[src/rtl/data_stack.sv]
// Parametrised LIFO data stack with top/NOS registers, depth tracking and sticky error flags.
// Optional high-water-mark output o_hwm is built when DATA_STACK_HWM_EN is defined.
module data_stack #(
  parameter  int WIDTH = 16,
  parameter  int DEPTH = 16,
  localparam int CW    = $clog2(DEPTH + 1)
) (
  input  logic             i_clock,
  input  logic             i_reset_n,
  input  logic [2:0]       i_op,
  input  logic [WIDTH-1:0] i_data,
  input  logic             i_clr_err,
  output logic [WIDTH-1:0] o_top,
  output logic [WIDTH-1:0] o_next,
  output logic [CW-1:0]    o_depth,
  output logic             o_empty,
  output logic             o_full,
  output logic             o_ovf,
  output logic             o_unf
`ifdef DATA_STACK_HWM_EN
  ,
  output logic [CW-1:0]    o_hwm
`endif
);

  localparam int AW = (DEPTH > 4) ? $clog2(DEPTH - 2) : 1;

  typedef enum logic [2:0] {
    OP_NOP     = 3'd0,
    OP_PUSH    = 3'd1,
    OP_POP     = 3'd2,
    OP_REPLACE = 3'd3,
    OP_DUP     = 3'd4,
    OP_SWAP    = 3'd5,
    OP_OVER    = 3'd6,
    OP_CLEAR   = 3'd7
  } op_e;

  logic [WIDTH-1:0] top_q, top_d, next_q, next_d;
  logic [CW-1:0]    depth_q, depth_d;
  logic             ovf_q, ovf_d, unf_q, unf_d;
  logic [WIDTH-1:0] arr_q [0:DEPTH-3];

  logic             full_s, empty_s, lt2_s;
  logic             push_s, arr_we_s, err_ovf_s, err_unf_s;
  logic [WIDTH-1:0] push_val_s;
  logic [AW-1:0]    wr_idx_s, rd_idx_s;

  assign full_s   = (depth_q == CW'(DEPTH));
  assign empty_s  = (depth_q == {CW{1'b0}});
  assign lt2_s    = (depth_q < CW'(2));
  // NOS spills to the slot just above the current array contents; POP refills from the slot below.
  assign wr_idx_s = AW'(depth_q - CW'(2));
  assign rd_idx_s = AW'(depth_q - CW'(3));

  // Next-state decode for one stack op; illegal ops only raise a flag.
  always_comb begin
    top_d      = top_q;
    next_d     = next_q;
    depth_d    = depth_q;
    push_s     = 1'b0;
    push_val_s = i_data;
    arr_we_s   = 1'b0;
    err_ovf_s  = 1'b0;
    err_unf_s  = 1'b0;
    case (op_e'(i_op))
      OP_PUSH: begin
        if (full_s) err_ovf_s = 1'b1;
        else        push_s    = 1'b1;
      end
      OP_POP: begin
        if (empty_s) begin
          err_unf_s = 1'b1;
        end else begin
          top_d   = next_q;
          next_d  = (depth_q >= CW'(3)) ? arr_q[rd_idx_s] : {WIDTH{1'b0}};
          depth_d = depth_q - CW'(1);
        end
      end
      OP_REPLACE: begin
        if (empty_s) err_unf_s = 1'b1;
        else         top_d     = i_data;
      end
      OP_DUP: begin
        push_val_s = top_q;
        if (full_s)       err_ovf_s = 1'b1;
        else if (empty_s) err_unf_s = 1'b1;
        else              push_s    = 1'b1;
      end
      OP_SWAP: begin
        if (lt2_s) begin
          err_unf_s = 1'b1;
        end else begin
          top_d  = next_q;
          next_d = top_q;
        end
      end
      OP_OVER: begin
        push_val_s = next_q;
        if (full_s)     err_ovf_s = 1'b1;
        else if (lt2_s) err_unf_s = 1'b1;
        else            push_s    = 1'b1;
      end
      OP_CLEAR: begin
        top_d   = {WIDTH{1'b0}};
        next_d  = {WIDTH{1'b0}};
        depth_d = {CW{1'b0}};
      end
      default: begin
        top_d = top_q;
      end
    endcase
    if (push_s) begin
      arr_we_s = (depth_q >= CW'(2));
      next_d   = top_q;
      top_d    = push_val_s;
      depth_d  = depth_q + CW'(1);
    end else begin
      arr_we_s = 1'b0;
    end
    // A fresh error in the same cycle as a clear request keeps its flag set.
    ovf_d = err_ovf_s ? 1'b1 : (i_clr_err ? 1'b0 : ovf_q);
    unf_d = err_unf_s ? 1'b1 : (i_clr_err ? 1'b0 : unf_q);
  end

  // Top, NOS, depth and flag registers.
  always_ff @(posedge i_clock or negedge i_reset_n) begin
    if (!i_reset_n) begin
      top_q   <= {WIDTH{1'b0}};
      next_q  <= {WIDTH{1'b0}};
      depth_q <= {CW{1'b0}};
      ovf_q   <= 1'b0;
      unf_q   <= 1'b0;
    end else begin
      top_q   <= top_d;
      next_q  <= next_d;
      depth_q <= depth_d;
      ovf_q   <= ovf_d;
      unf_q   <= unf_d;
    end
  end

  // Deep-entry storage; unreset because entries at or above depth are never observed.
  always_ff @(posedge i_clock) begin
    if (arr_we_s) arr_q[wr_idx_s] <= next_q;
  end

`ifdef DATA_STACK_HWM_EN
  logic [CW-1:0] hwm_q, hwm_d;

  // Track the deepest depth reached since reset.
  always_comb begin
    if (depth_d > hwm_q) hwm_d = depth_d;
    else                 hwm_d = hwm_q;
  end

  // High-water-mark register.
  always_ff @(posedge i_clock or negedge i_reset_n) begin
    if (!i_reset_n) hwm_q <= {CW{1'b0}};
    else            hwm_q <= hwm_d;
  end

  assign o_hwm = hwm_q;
`endif

  assign o_top   = top_q;
  assign o_next  = next_q;
  assign o_depth = depth_q;
  assign o_empty = empty_s;
  assign o_full  = full_s;
  assign o_ovf   = ovf_q;
  assign o_unf   = unf_q;

endmodule

[config.mk]
export PLATFORM = sky130hd
export DESIGN_NAME = data_stack
export DESIGN_NICKNAME = d
export VERILOG_FILES = /design/src/rtl/data_stack.sv
export SDC_FILE = /design/constraint.sdc
export NUM_CORES = 1
export LEC_CHECK = 0
export CAP_MARGIN = 0
export CORE_MARGIN = 8
export CORE_UTILIZATION = 40
export DETAILED_ROUTE_END_ITERATION = 8
export GPL_TIMING_DRIVEN = 0
export PLACE_DENSITY = 0.69
export SLEW_MARGIN = 20
export SYNTH_ARGS = -nofsm -noshare
export SYNTH_HDL_FRONTEND = slang
export SYNTH_SLANG_ARGS = --single-unit
[constraint.sdc]
create_clock -name i_clock -period 12.08 [get_ports i_clock]
set_input_delay 1.812 -clock i_clock [delete_from_list [all_inputs] [get_ports i_clock]]
set_output_delay 1.812 -clock i_clock [all_outputs]
set_load 0.05 [all_outputs]
======== Yosys cells after proc, flatten, opt, wreduce, memory -nomap -nowiden ========
Memories as Yosys holds them, arrays and structs flattened.
Index checks and enable logic that the tools add are counted.
storage, ports and cells
  register bits after elaboration ......... 39
  latch bits .............................. 0
  RAM bits ................................ 224
  ROM bits ................................ 0
  bits of input ports ..................... 22
  memories kept ........................... 1
operators by class
  add/sub/neg operators ................... 4
  multipliers ............................. 0
  div/mod/pow operators ................... 0
  order comparisons ....................... 3
  equal/unequal tests ..................... 12
  shift-type cells ........................ 0
  muxes and demuxes ....................... 33
  bitwise operators ....................... 0
  reductions and logical operators ........ 11
memories
  name   words  bits a word  read ports  clocked after Yosys merged registers in  wr ports  line  source
  arr_q  14     16           1           0                                        1         42    logic [WIDTH-1:0] arr_q [0:DEPTH-3];
operator list
  kind                                                  number
  two-way mux 16 bit                                    8
  case mux 16 bit (4 select lines)                      1
  case mux 16 bit (3 select lines)                      1
  case mux 16 bit (2 select lines)                      1
  two-way mux 1 bit                                     17
  equality test 3 bit (second input constant)           4
  >= comparator 5 x 2 -> 1 bit (second input constant)  2
  two-way mux 5 bit                                     2
  case mux 5 bit (2 select lines)                       1
  inequality test 3 bit (second input constant)         3
  subtractor 4 x 2 -> 4 bit (second input constant)     2
  equality test 3 x 2 -> 1 bit (second input constant)  2
  adder 5 x 1 -> 5 bit (second input constant)          1
  equality test 5 bit (second input constant)           1
  zero test 5 bit                                       1
  < comparator 5 x 2 -> 1 bit (second input constant)   1
  AND reduction 5 bit                                   1
  nonzero test 5 bit                                    1
  subtractor 5 x 1 -> 5 bit (second input constant)     1
  case mux 1 bit (4 select lines)                       1
  nonzero test 2 bit                                    2
  nonzero test 4 bit                                    1
  equality test 3 x 1 -> 1 bit (second input constant)  1
  case mux 1 bit (3 select lines)                       1
  other kinds (6)                                       6

======== Depth between registers and ports, before layout ========
  depth after elaboration ................. 7
  mapped depth ............................ 12
  gate-level depth less buffers ........... 7

======== Worst setup path before layout ========
No wires, ideal clock.
  kind .................................... reg2out
  start ................................... register depth_q[0], in the netlist o_depth[0]
  end ..................................... output port o_empty
  data arrival time ....................... 2911 ps
  data required time ...................... 10268 ps
  slack ................................... 7357 ps
  stages on the path, launching flop included .. 9
  path buffers ............................ 4
  cell sequence ........................... dfrtp_1 buf_2 buf_4 buf_4 buf_4 inv_1 ha_1 nor3b_4 nor2b_1
on the way
  longest elaborated chain between the ends .. 1
ends and longest elaborated chain
  element                   line  source
  start: declaration        40    logic [CW-1:0] depth_q, depth_d;
  start signal: assignment  131   depth_q <= {CW{1'b0}};
  start signal: assignment  137   depth_q <= depth_d;
  zero test 5 bit           50    assign empty_s = (depth_q == {CW{1'b0}});
  end: declaration          16    output logic o_empty,
Every way passes these cells.

======== Final worst setup path ========
Same ends and word-level chain as after synthesis.

==> impl_metrics.py <==
metrics = {
    "grt": {
        "grt_max_degree": 22,
        "antenna_found_initial": 0,
        "grt_pass1_vias": 6732,
        "grt.total_usage_pct": 16.7,
        "grt_pass1_wl_mm": 42.4,
        "grt_overflow": 0,
    },
    "timing": {
        "fin_crit_sh_pct": 47.5,
        "skew_ns": 0.0142,
        "report.final.slew_viol_count": 0,
        "rsz0062_at_grt": "no",
        "period_minus_slack_ns": 5.74,
        "fin_hold_ws_ns": 0.510,
        "tightest_slew_ns": 1.00,
        "tns_ns": 0,
        "finalSetupViolations": 0,
        "maxSlewHeadroom_pct": 33.1,
        "hold_viol_final": 0,
        "fmax_mhz": 174,
        "fin_ws_ns": 6.34,
    },
    "logic_synthesis": {
        "syn-cell-area_um2": 11100,
        "yosysWarnings": 0,
        "syn_area_per_cell_um2": 17.0,
        "ys_seq_area_share_pct": 69.5,
        "ys_types": 66,
        "ys_seq_elements": 263,
        "syn_nets": 684,
        "synth_cells": 653,
        "synth_async_sr_flop_share_pct": 14.8,
        "synth_flop_cell": "edfxtp_1",
        "synth_edf_count": 224,
    },
    "critical_path": {
        "reg2reg_depth": 12,
        "r2r_start": "o_depth[0]$_DFFE_PN0P_",
        "arrival_ns": 3.92,
        "required_ns": 10.27,
        "cp.buffers_inverters": 6,
        "crit_chain": "buf_2 -> buf_4 -> buf_4 -> buf_4 -> inv_1 -> ha_1 -> nor3b_4 -> nor2b_1 -> clkdlybuf4s50_1",
        "crit_top_cell": "buf_4",
        "critPathMaxStageDelay_ns": 0.85,
        "critPathKind": "flip-flop to output pin",
        "reg2reg_to": "arr_q[12][8]$_DFFE_PP_",
        "start_kind": "flip-flop",
        "ff2ff_setup_slack_ns": 7.85,
        "critPathSlowestCell": "clkdlybuf4s50_1",
        "crit_family": "buffers and inverters",
        "path_max_fanout": 10,
        "cp-end-kind": "output pin",
    },
    "layout": {
        "final_cells": 1159,
        "finalInstanceArea_um2": 13300,
        "areaGrowthSynthToFinish_pct": 20.2,
        "drive_gt1_share_pct": 22.3,
        "antenna_cells": 0,
        "fin_util_pct": 48.4,
        "nNetsFinal": 791,
    },
    "floorplan": {
        "fp.dieW_um": 183,
        "core_area_um2": 27600,
        "pin_count": 63,
        "core.rowCount": 61,
        "die-area_um2": 33300,
        "fp.dieH_um": 183,
        "initial_core_util_pct": 40.2,
    },
    "min_path": {
        "worst_hold_startpoint": "o_top[9]$_DFFE_PN0P_",
        "hold_depth": 2,
        "hold_path.class": "flip-flop to flip-flop",
        "hold_end": "o_top[9]$_DFFE_PN0P_",
    },
    "power_and_ir_drop": {
        "leakage_nw": 4.56,
        "ir_drop_uv": 157,
        "p_total_mw": 3.66,
        "power.density_nw_per_um2": 274,
    },
    "cts": {
        "cts_root_buffer": "clkbuf_16",
        "clock-sinks": 263,
        "cts_hold_buffers": 0,
        "cts_max_level": 1,
        "cts_tree": "yes",
        "clk_latency_ns": 0.55,
        "clk_pin_slew_ns": 0.06,
        "ctsResizeCount": 0,
        "clock_path_buffers": 3,
        "cts_buffers": 27,
        "cts_setup_buffers": 0,
    },
    "routing": {
        "drtAntennaViolNets": 0,
        "drc_errors": 0,
        "dr.pass1.iters": 5,
        "drt-total-wl_mm": 27.5,
        "viasPerCell": 5.70,
        "vias": 6612,
        "avgRoutedWirePerCell_um": 23.7,
        "drt_iter0_drc": 600,
    },
    "place": {
        "port_buffers": 60,
        "dp.cells": 1109,
        "place.gp.congestion": 0.838,
        "dp_slack_ns": 6.91,
        "placed_cell_area_um2": 12400,
        "hpwl_mm": 18.5,
    },
    "run": {
        "max_cap_violations": 0,
    },
    "run_status": {
        "status": "completed",
    },
}
routing by layer:
layer  vias up  share of wire [%]  wire length (um)  track usage (%)
met5         -                  0                 0                0
met1      3455                 43             11700             22.7
met3        45                6.8              1860             2.94
li1       2842                  -                 -                -
met2       270                 48             13200             27.2
met4         0                2.5               684             4.59
final cells by class:
type                       count  area, um^2
sequential                   263        7700
timing repair buffer          78         792
clock inverter                16         189
clock buffer                  34         742
multi-input combinational    325        3100
fill                        2304       14200
buffer                        43         251
inverter                      22        82.6
tap                          378         473
logic make-up (layout without fill, tap and decap cells):
| group | count (synthesis) | in the layout | share of synthesized area [%] |
|---|---|---|---|
| simple gates | 113 | 113 | 5.59 |
| fa+ha+maj | 10 | 10 | 1.11 |
| compound gates | 130 | 130 | 8.96 |
| mux | 68 | 68 | 11.6 |
| xor+xnor | 4 | 4 | 0.316 |
| buf+inv | 65 | 193 | 3.01 |
| flops | 263 | 263 | 69.5 |
cell usage in the layout, fill, tap and decap left out, drive strengths merged, types with 6 or more instances in the layout:
master	count
clkbuf	42
clkinv	10
ha	9
mux2i	19
o22ai	17
a21oi	6
edfxtp	224
a221oi	16
o21ai	24
dfrtp	39
nor2	19
mux4	48
buf	54
nand2b	19
clkdlybuf4s50	59
a22oi	16
nand2	28
nand3	22
inv	24
o211ai	21
cells in the mapped netlist, types with 2 or more instances:
library cell / number / share of area (%)
a21boi_0: 2 / 0.14
a21o_1: 3 / 0.20
a21oi_1: 5 / 0.23
a221oi_1: 16 / 1.3
a22oi_1: 16 / 1.1
a31oi_1: 2 / 0.11
buf_2: 21 / 0.95
buf_4: 9 / 0.61
buf_6: 4 / 0.41
clkbuf_1: 8 / 0.27
dfrtp_1: 39 / 8.8
edfxtp_1: 224 / 61
ha_1: 9 / 1.0
inv_1: 22 / 0.74
mux2i_1: 19 / 1.7
mux4_2: 48 / 9.7
nand2_1: 28 / 0.95
nand2b_1: 19 / 1.1
nand3_1: 22 / 0.99
nand3b_1: 5 / 0.34
nor2_1: 19 / 0.64
nor2b_1: 4 / 0.23
nor3_1: 3 / 0.14
nor3b_1: 2 / 0.14
o211a_1: 2 / 0.18
o211ai_1: 20 / 1.4
o21a_1: 2 / 0.14
o21ai_0: 8 / 0.36
o21ai_1: 13 / 0.59
o21ai_2: 3 / 0.24
o22ai_1: 17 / 0.96
o2bb2ai_1: 3 / 0.24
xnor2_1: 2 / 0.16
xor2_1: 2 / 0.16
report_power, final:
group	switching (mW)	total, mW	internal, mW
clock	0.357	0.861	0.505
sequential	0.174	1.38	1.21
combinational	0.868	1.41	0.544
worst max-delay path by stage:
stage | from | end | slack (ns) | cells after the start
6_report | o_depth[0]$_DFFE_PN0P_ | o_empty | 6.34 | 9
2_1_floorplan | o_depth[0]$_DFFE_PN0P_ | o_empty | 7.36 | 8
4_1_cts | o_depth[0]$_DFFE_PN0P_ | o_empty | 6.32 | 9
5_1_grt | o_depth[0]$_DFFE_PN0P_ | o_empty | 6.12 | 9
3_3_place_gp | i_op[2] | arr_q[13][13]$_DFFE_PP_ | 5.69 | 5
3_5_place_dp | o_depth[0]$_DFFE_PN0P_ | o_empty | 6.91 | 9
worst reg2reg max path: stages, from the launching register on:
cell	delay, ns
dfrtp_1	0.41
buf_2	0.23
buf_4	0.27
buf_4	0.28
buf_4	0.27
inv_1	0.13
ha_1	0.28
nor4b_2	0.20
o21a_1	0.21
nor2_1	0.33
o211ai_1	0.32
nor3_2	0.66
buf_4	0.33
registers in the layout (all words and copies together) (netlist names):
name	flops
arr_q	224
o_depth	5
o_next	16
o_ovf	1
o_top	16
o_unf	1
Power figures use the tool's default switching activity.
